File: src/rtl/shift_deserializer.sv
// Serial-to-parallel receiver with a one-word holding register.
// Framed serial bits are collected MSB-first or LSB-first (chosen per frame) into a
// W-bit shift register. Each completed word goes to a valid/ready holding register.
// A word that finds the holding register full and not popping is dropped, and the
// sticky overflow flag is set.
// Optional feature: define SHIFT_DESERIALIZER_PARITY_EN to expect an even-parity bit
// after every word. The parity mismatch is then reported on pe_o.
module shift_deserializer #(
    parameter int unsigned W = 8
) (
    input  logic         c_i,
    input  logic         nrst_i,
    input  logic         si_i,
    input  logic         sv_i,
    input  logic         fr_i,
    input  logic         msb_i,
    input  logic         qr_i,
    input  logic         clr_i,
    output logic [W-1:0] q_o,
    output logic         qv_o,
    output logic         ov_o,
`ifdef SHIFT_DESERIALIZER_PARITY_EN
    output logic         pe_o,
`endif
    output logic         busy_o
);

    localparam int unsigned CW = $clog2(W + 1);

    localparam logic [1:0] StIdle  = 2'd0;
    localparam logic [1:0] StShift = 2'd1;
`ifdef SHIFT_DESERIALIZER_PARITY_EN
    localparam logic [1:0] StPar   = 2'd2;
`endif

    logic [1:0]    state_q, state_d;
    logic [CW-1:0] cnt_q, cnt_d;
    logic [W-1:0]  sh_q, sh_d;
    logic          dir_q, dir_d;
    logic [W-1:0]  q_q, q_d;
    logic          qv_q, qv_d;
    logic          ov_q, ov_d;
`ifdef SHIFT_DESERIALIZER_PARITY_EN
    logic          pe_q, pe_d;
    logic          word_pe;
`endif

    logic          dir_sel;
    logic [W-1:0]  sh_next;
    logic          last_bit;
    logic          word_done;
    logic [W-1:0]  word;
    logic          ovf;

    // A frame-start bit already shifts using the newly presented direction.
    assign dir_sel  = (sv_i && fr_i) ? msb_i : dir_q;
    assign sh_next  = dir_sel ? {sh_q[W-2:0], si_i} : {si_i, sh_q[W-1:1]};
    assign last_bit = (cnt_q == CW'(W - 1));

    // Frame sequencing: collect bits, restart on fr, flag a completed word.
    always_comb begin
        state_d   = state_q;
        cnt_d     = cnt_q;
        sh_d      = sh_q;
        dir_d     = dir_q;
        word_done = 1'b0;
        word      = sh_next;
`ifdef SHIFT_DESERIALIZER_PARITY_EN
        word_pe   = 1'b0;
`endif
        if (sv_i) begin
            if (fr_i) begin
                // Frame start from any state. Any partial word is abandoned.
                state_d = StShift;
                cnt_d   = CW'(1);
                sh_d    = sh_next;
                dir_d   = msb_i;
            end else begin
                case (state_q)
                    StShift: begin
                        sh_d  = sh_next;
                        cnt_d = cnt_q + 1'b1;
                        if (last_bit) begin
                            cnt_d = '0;
`ifdef SHIFT_DESERIALIZER_PARITY_EN
                            state_d = StPar;
`else
                            state_d   = StIdle;
                            word_done = 1'b1;
`endif
                        end
                    end
`ifdef SHIFT_DESERIALIZER_PARITY_EN
                    StPar: begin
                        // Parity is even, so XOR of the data and parity bits must be 0.
                        state_d   = StIdle;
                        word      = sh_q;
                        word_pe   = (^sh_q) ^ si_i;
                        word_done = 1'b1;
                    end
`endif
                    default: ;
                endcase
            end
        end
    end

    // Holding register: load on completion if empty or popping, else overflow.
    always_comb begin
        q_d  = q_q;
        qv_d = qv_q;
        ovf  = 1'b0;
`ifdef SHIFT_DESERIALIZER_PARITY_EN
        pe_d = pe_q;
`endif
        if (word_done) begin
            if (!qv_q || qr_i) begin
                q_d  = word;
                qv_d = 1'b1;
`ifdef SHIFT_DESERIALIZER_PARITY_EN
                pe_d = word_pe;
`endif
            end else begin
                ovf = 1'b1;
            end
        end else if (qv_q && qr_i) begin
            qv_d = 1'b0;
        end
        // If a new overflow and clr arrive together, the new overflow is kept.
        ov_d = ovf | (ov_q & ~clr_i);
    end

    // State registers with asynchronous active-low reset.
    always_ff @(posedge c_i or negedge nrst_i) begin
        if (!nrst_i) begin
            state_q <= StIdle;
            cnt_q   <= '0;
            sh_q    <= '0;
            dir_q   <= 1'b0;
            q_q     <= '0;
            qv_q    <= 1'b0;
            ov_q    <= 1'b0;
`ifdef SHIFT_DESERIALIZER_PARITY_EN
            pe_q    <= 1'b0;
`endif
        end else begin
            state_q <= state_d;
            cnt_q   <= cnt_d;
            sh_q    <= sh_d;
            dir_q   <= dir_d;
            q_q     <= q_d;
            qv_q    <= qv_d;
            ov_q    <= ov_d;
`ifdef SHIFT_DESERIALIZER_PARITY_EN
            pe_q    <= pe_d;
`endif
        end
    end

    assign q_o    = q_q;
    assign qv_o   = qv_q;
    assign ov_o   = ov_q;
    assign busy_o = (state_q != StIdle);
`ifdef SHIFT_DESERIALIZER_PARITY_EN
    assign pe_o   = pe_q;
`endif

endmodule

File: config.mk
export PLATFORM = sky130hd
export DESIGN_NAME = shift_deserializer
export DESIGN_NICKNAME = d
export VERILOG_FILES = /design/src/rtl/shift_deserializer.sv
export SDC_FILE = /design/constraint.sdc
export NUM_CORES = 1
export LEC_CHECK = 0
export ABC_CLOCK_PERIOD_IN_PS = 1500
export CAP_MARGIN = 20
export CORE_MARGIN = 10
export CORE_UTILIZATION = 30
export CTS_CLUSTER_SIZE = 12
export DETAILED_ROUTE_END_ITERATION = 10
export HOLD_SLACK_MARGIN = 0.08
export PLACE_DENSITY = 0.53
export SLEW_MARGIN = 10
export SYNTH_ARGS = -nofsm -noshare
export SYNTH_HDL_FRONTEND = slang
export SYNTH_SLANG_ARGS = --single-unit
File: constraint.sdc
create_clock -name c_i -period 1.5 [get_ports c_i]
set_clock_uncertainty 0.1 [all_clocks]
set_input_delay 0.225 -clock c_i [delete_from_list [all_inputs] [get_ports c_i]]
set_output_delay 0.225 -clock c_i [all_outputs]
set_load 0.01 [all_outputs]
==> metrics.yaml <==
sta:
  maxSlewHeadroom: 0.789
  min_period_ps: 1470
  rsz0062_at_grt: "true"
  hold_viol_final: 0
  max_freq_ghz: 0.682
  tightestPinTransition_ps: 316
  setup_viol: 0
  whs_ps: 214
  finalCritPeriodShare: 0.978
  finalMaxSlewViolations: 0
logic_synthesis:
  yosysSeqAreaShare: 0.489
  ys_ff_latch: 24
  synth_fp_nets: 126
  synth_top_family_by_area: "compound AO/OA/AOI/OAI gates"
  synth_compound_area_frac: 0.250
  synth-simple-area-share: 0.169
  syn_inst: 117
  synthXorXnorAreaFrac: 0
  yosys_warnings: 0
  syn_area_per_cell_um2: 10.5
  syn_area_um2: 1230
  synth_mux_area_frac: 0
  yosysUniqueCellTypes: 33
  synth_fa_ha_area_frac: 0.0102
routing:
  avgRoutedWirePerCell_um: 15.1
  ant_nets: 0
  viasPerCell: 5.33
  vias: 1029
  wl_um: 2920
  remaining_drc_errors: 0
  drt-initial-drc-count: 40
  dr.pass1.iters: 4
critical_path:
  reg2regPathDepth: 5
  r2r_end: "q_o[6]$_DFFE_PN0P_"
  arrival_ps: 1510
  crit_required_ps: 1550
  r2r_start: "cnt_q[1]$_DFFE_PN0P_"
  cp_max_fo: 6
  start_kind: "flop"
  crit_type: "flop to flop"
  reg2reg_slack_ps: 30
  critPathCaptureType: "flop"
pwr:
  p_comb_frac: 0.305
  pwr-share-clk: 0.229
  power.share.switching: 0.316
  p_seq_frac: 0.465
  p_switching_mw: 0.603
  ir_drop_mv: 0.647
  internal-power_mw: 1.31
  p_leak_nw: 0.739
  power.density_nw_per_um2: 1190
floorplan:
  die_width_um: 84.0
  row_count: 23
  core_um2: 3970
  start_util: 0.309
  die_h_um: 84.0
  pin_count: 19
  die_area_um2: 7050
clocking:
  ctsLongestPathBuffers: 2
  postCtsHoldBufs: 0
  clk_latency_ps: 270
  cts_tree: "yes"
  path_clk_slew_ps: 80
  cts_buffers: 3
  cts_sinks: 24
  htreeDepth: 1
  cts_root_buf: "clkbuf_8"
placed_design:
  globalplace.congestion: 0.800
  placed_area_um2: 1500
  post-dp-hpwl_um: 2150
  port_buffers: 18
cells_and_area:
  final_area_um2: 1610
  layout-drive-gt1-share: 0.287
  n_antenna_cell: 0
  area_delta_synth_final_pct: 31.0
  filler_cell_count: 383
  nets: 153
global_route:
  grt_pass1_wl_um: 5120
  grt_start_max_net_pins: 25
  grt_overflow_total: 0
  antenna_found_initial: 0
  grt_pass1_vias: 1109
  grt_use_total: 0.0846
flow_run:
  drv_cap: 0
status:
  outcome: "finished, final reports clean"
min_path:
  holdCritPathClass: "input port to asynchronous set/reset pin"
## area by class of cell
cell class                 instances  area (um2)  share of cell area
inverter                           3        11.3             0.00700
multi-input combinational         80         571               0.355
clock buffer                       4        55.1              0.0342
tap                               50        62.6              0.0389
sequential                        24         602               0.374
timing repair buffer              32         307               0.191
## synthesized netlist by cell type
cell        n  area share
a21oi_1     1      0.0041
nor2_1      8       0.024
nand3_2     3       0.024
ha_1        1       0.010
clkbuf_1    1      0.0031
a21boi_4    1       0.015
and4b_4     1       0.011
nand3_1     7       0.029
nor2b_1     1      0.0051
a31oi_1    24        0.12
buf_2       2      0.0082
nand2_1     6       0.018
a31oi_2     2       0.020
nor4_1      1      0.0051
dfrtp_1    24        0.49
o21ai_1     6       0.024
a22o_2      1      0.0082
and4_2      1      0.0082
a22o_1      1      0.0071
o2bb2ai_1   1      0.0071
o21a_2      1      0.0071
and3_4      1      0.0092
o21ai_0     5       0.020
nand2b_4    1       0.011
o22ai_1     1      0.0051
inv_1       3      0.0092
a21bo_1     1      0.0082
and2b_2     1      0.0071
nand2b_1    1      0.0051
and3_1      1      0.0051
nand3b_1    1      0.0061
buf_6       6       0.055
buf_4       1      0.0061
## critical path, cell delays in order (launching register included)
cell and delay (ps):
dfrtp_1 410, ha_2 200, and4b_4 210, buf_4 160, a31oi_1 210, a31oi_1 60
## cell usage in the layout (no fill, tap or decap), types with 2 or more instances in the layout
cell             synthesis  layout
inv_1                    3       3
buf_4                    1      11
clkdlybuf4s50_1          0       6
nand3_1                  7       7
dfrtp_1                 24      23
dlymetal6s2s_1           0       2
dlygate4sd2_1            0      10
nand2_1                  6       6
o21ai_1                  6       8
a31oi_2                  2       7
nand3_2                  3       3
o21ai_0                  5       3
buf_12                   0       2
clkbuf_8                 0       4
nor2_1                   8       8
a31oi_1                 24      19
## kinds of logic after synthesis
family          Yosys count
compound gates           45
simple gates             34
flops                    24
buf+inv                  13
fa+ha+maj                 1
## registers in the layout, indices dropped and copies added (netlist names)
signal,flops
state_q,1
ov_o,1
sh_q,8
cnt_q,4
q_o,8
qv_o,1
dir_q,1
## how the worst max path moves through the flow
stage / startpoint / end / slack [ps] / depth (start not counted)
2_1_floorplan: cnt_q[0]$_DFFE_PN0P_ / q_o[4]$_DFFE_PN0P_ / 90 / 5
3_3_place_gp: sv_i / q_o[4]$_DFFE_PN0P_ / -180 / 5
3_5_place_dp: sv_i / sh_q[4]$_DFFE_PN0P_ / -250 / 5
4_1_cts: cnt_q[0]$_DFFE_PN0P_ / q_o[4]$_DFFE_PN0P_ / 10 / 5
5_1_grt: fr_i / sh_q[1]$_DFFE_PN0P_ / -50 / 5
6_report: cnt_q[1]$_DFFE_PN0P_ / q_o[6]$_DFFE_PN0P_ / 30 / 5
## what timing repair did
item                                    in CTS  in global routing
endpoints found under the setup margin      10                 13
resized for setup                           11                 14
pin swaps                                    0                  2
cloned                                       0                  0
hold endpoints to repair                     0                  0
setup buffers                                1                  0
## power groups by stage
stage	registers (mW)	logic (mW)	clock network, mW
5_1_grt	0.910	0.654	0.494
2_1_floorplan	0.911	0.301	0
6_report	0.889	0.583	0.438
3_3_place_gp	0.902	0.601	0
3_5_place_dp	0.901	0.604	0
4_1_cts	0.886	0.560	0.459
## metrics by stage
step	util	setup slack (ps)	cells	TNS, ps	total power [mW]
2_1_floorplan	-	93.2	117	0	1.21
3_3_place_gp	0.379	-179	188	-2560	1.50
3_5_place_dp	0.379	-249	188	-3190	1.50
4_1_cts	0.392	10.9	193	0	1.91
5_1_grt	0.405	-45.6	193	-138	2.06
6_report	0.405	33.2	193	0	1.91
## layer usage
metal  share of wire  vias to the layer above  GRT usage  routed length (um)
met4               0                        0     0.0107                   0
li1                -                      493          -                   -
met5               0                        -          0                   0
met2            0.50                       24      0.144                1460
met3           0.064                        0     0.0371                 187
met1            0.43                      512     0.0974                1270
(Power assumes the default switching activity.)
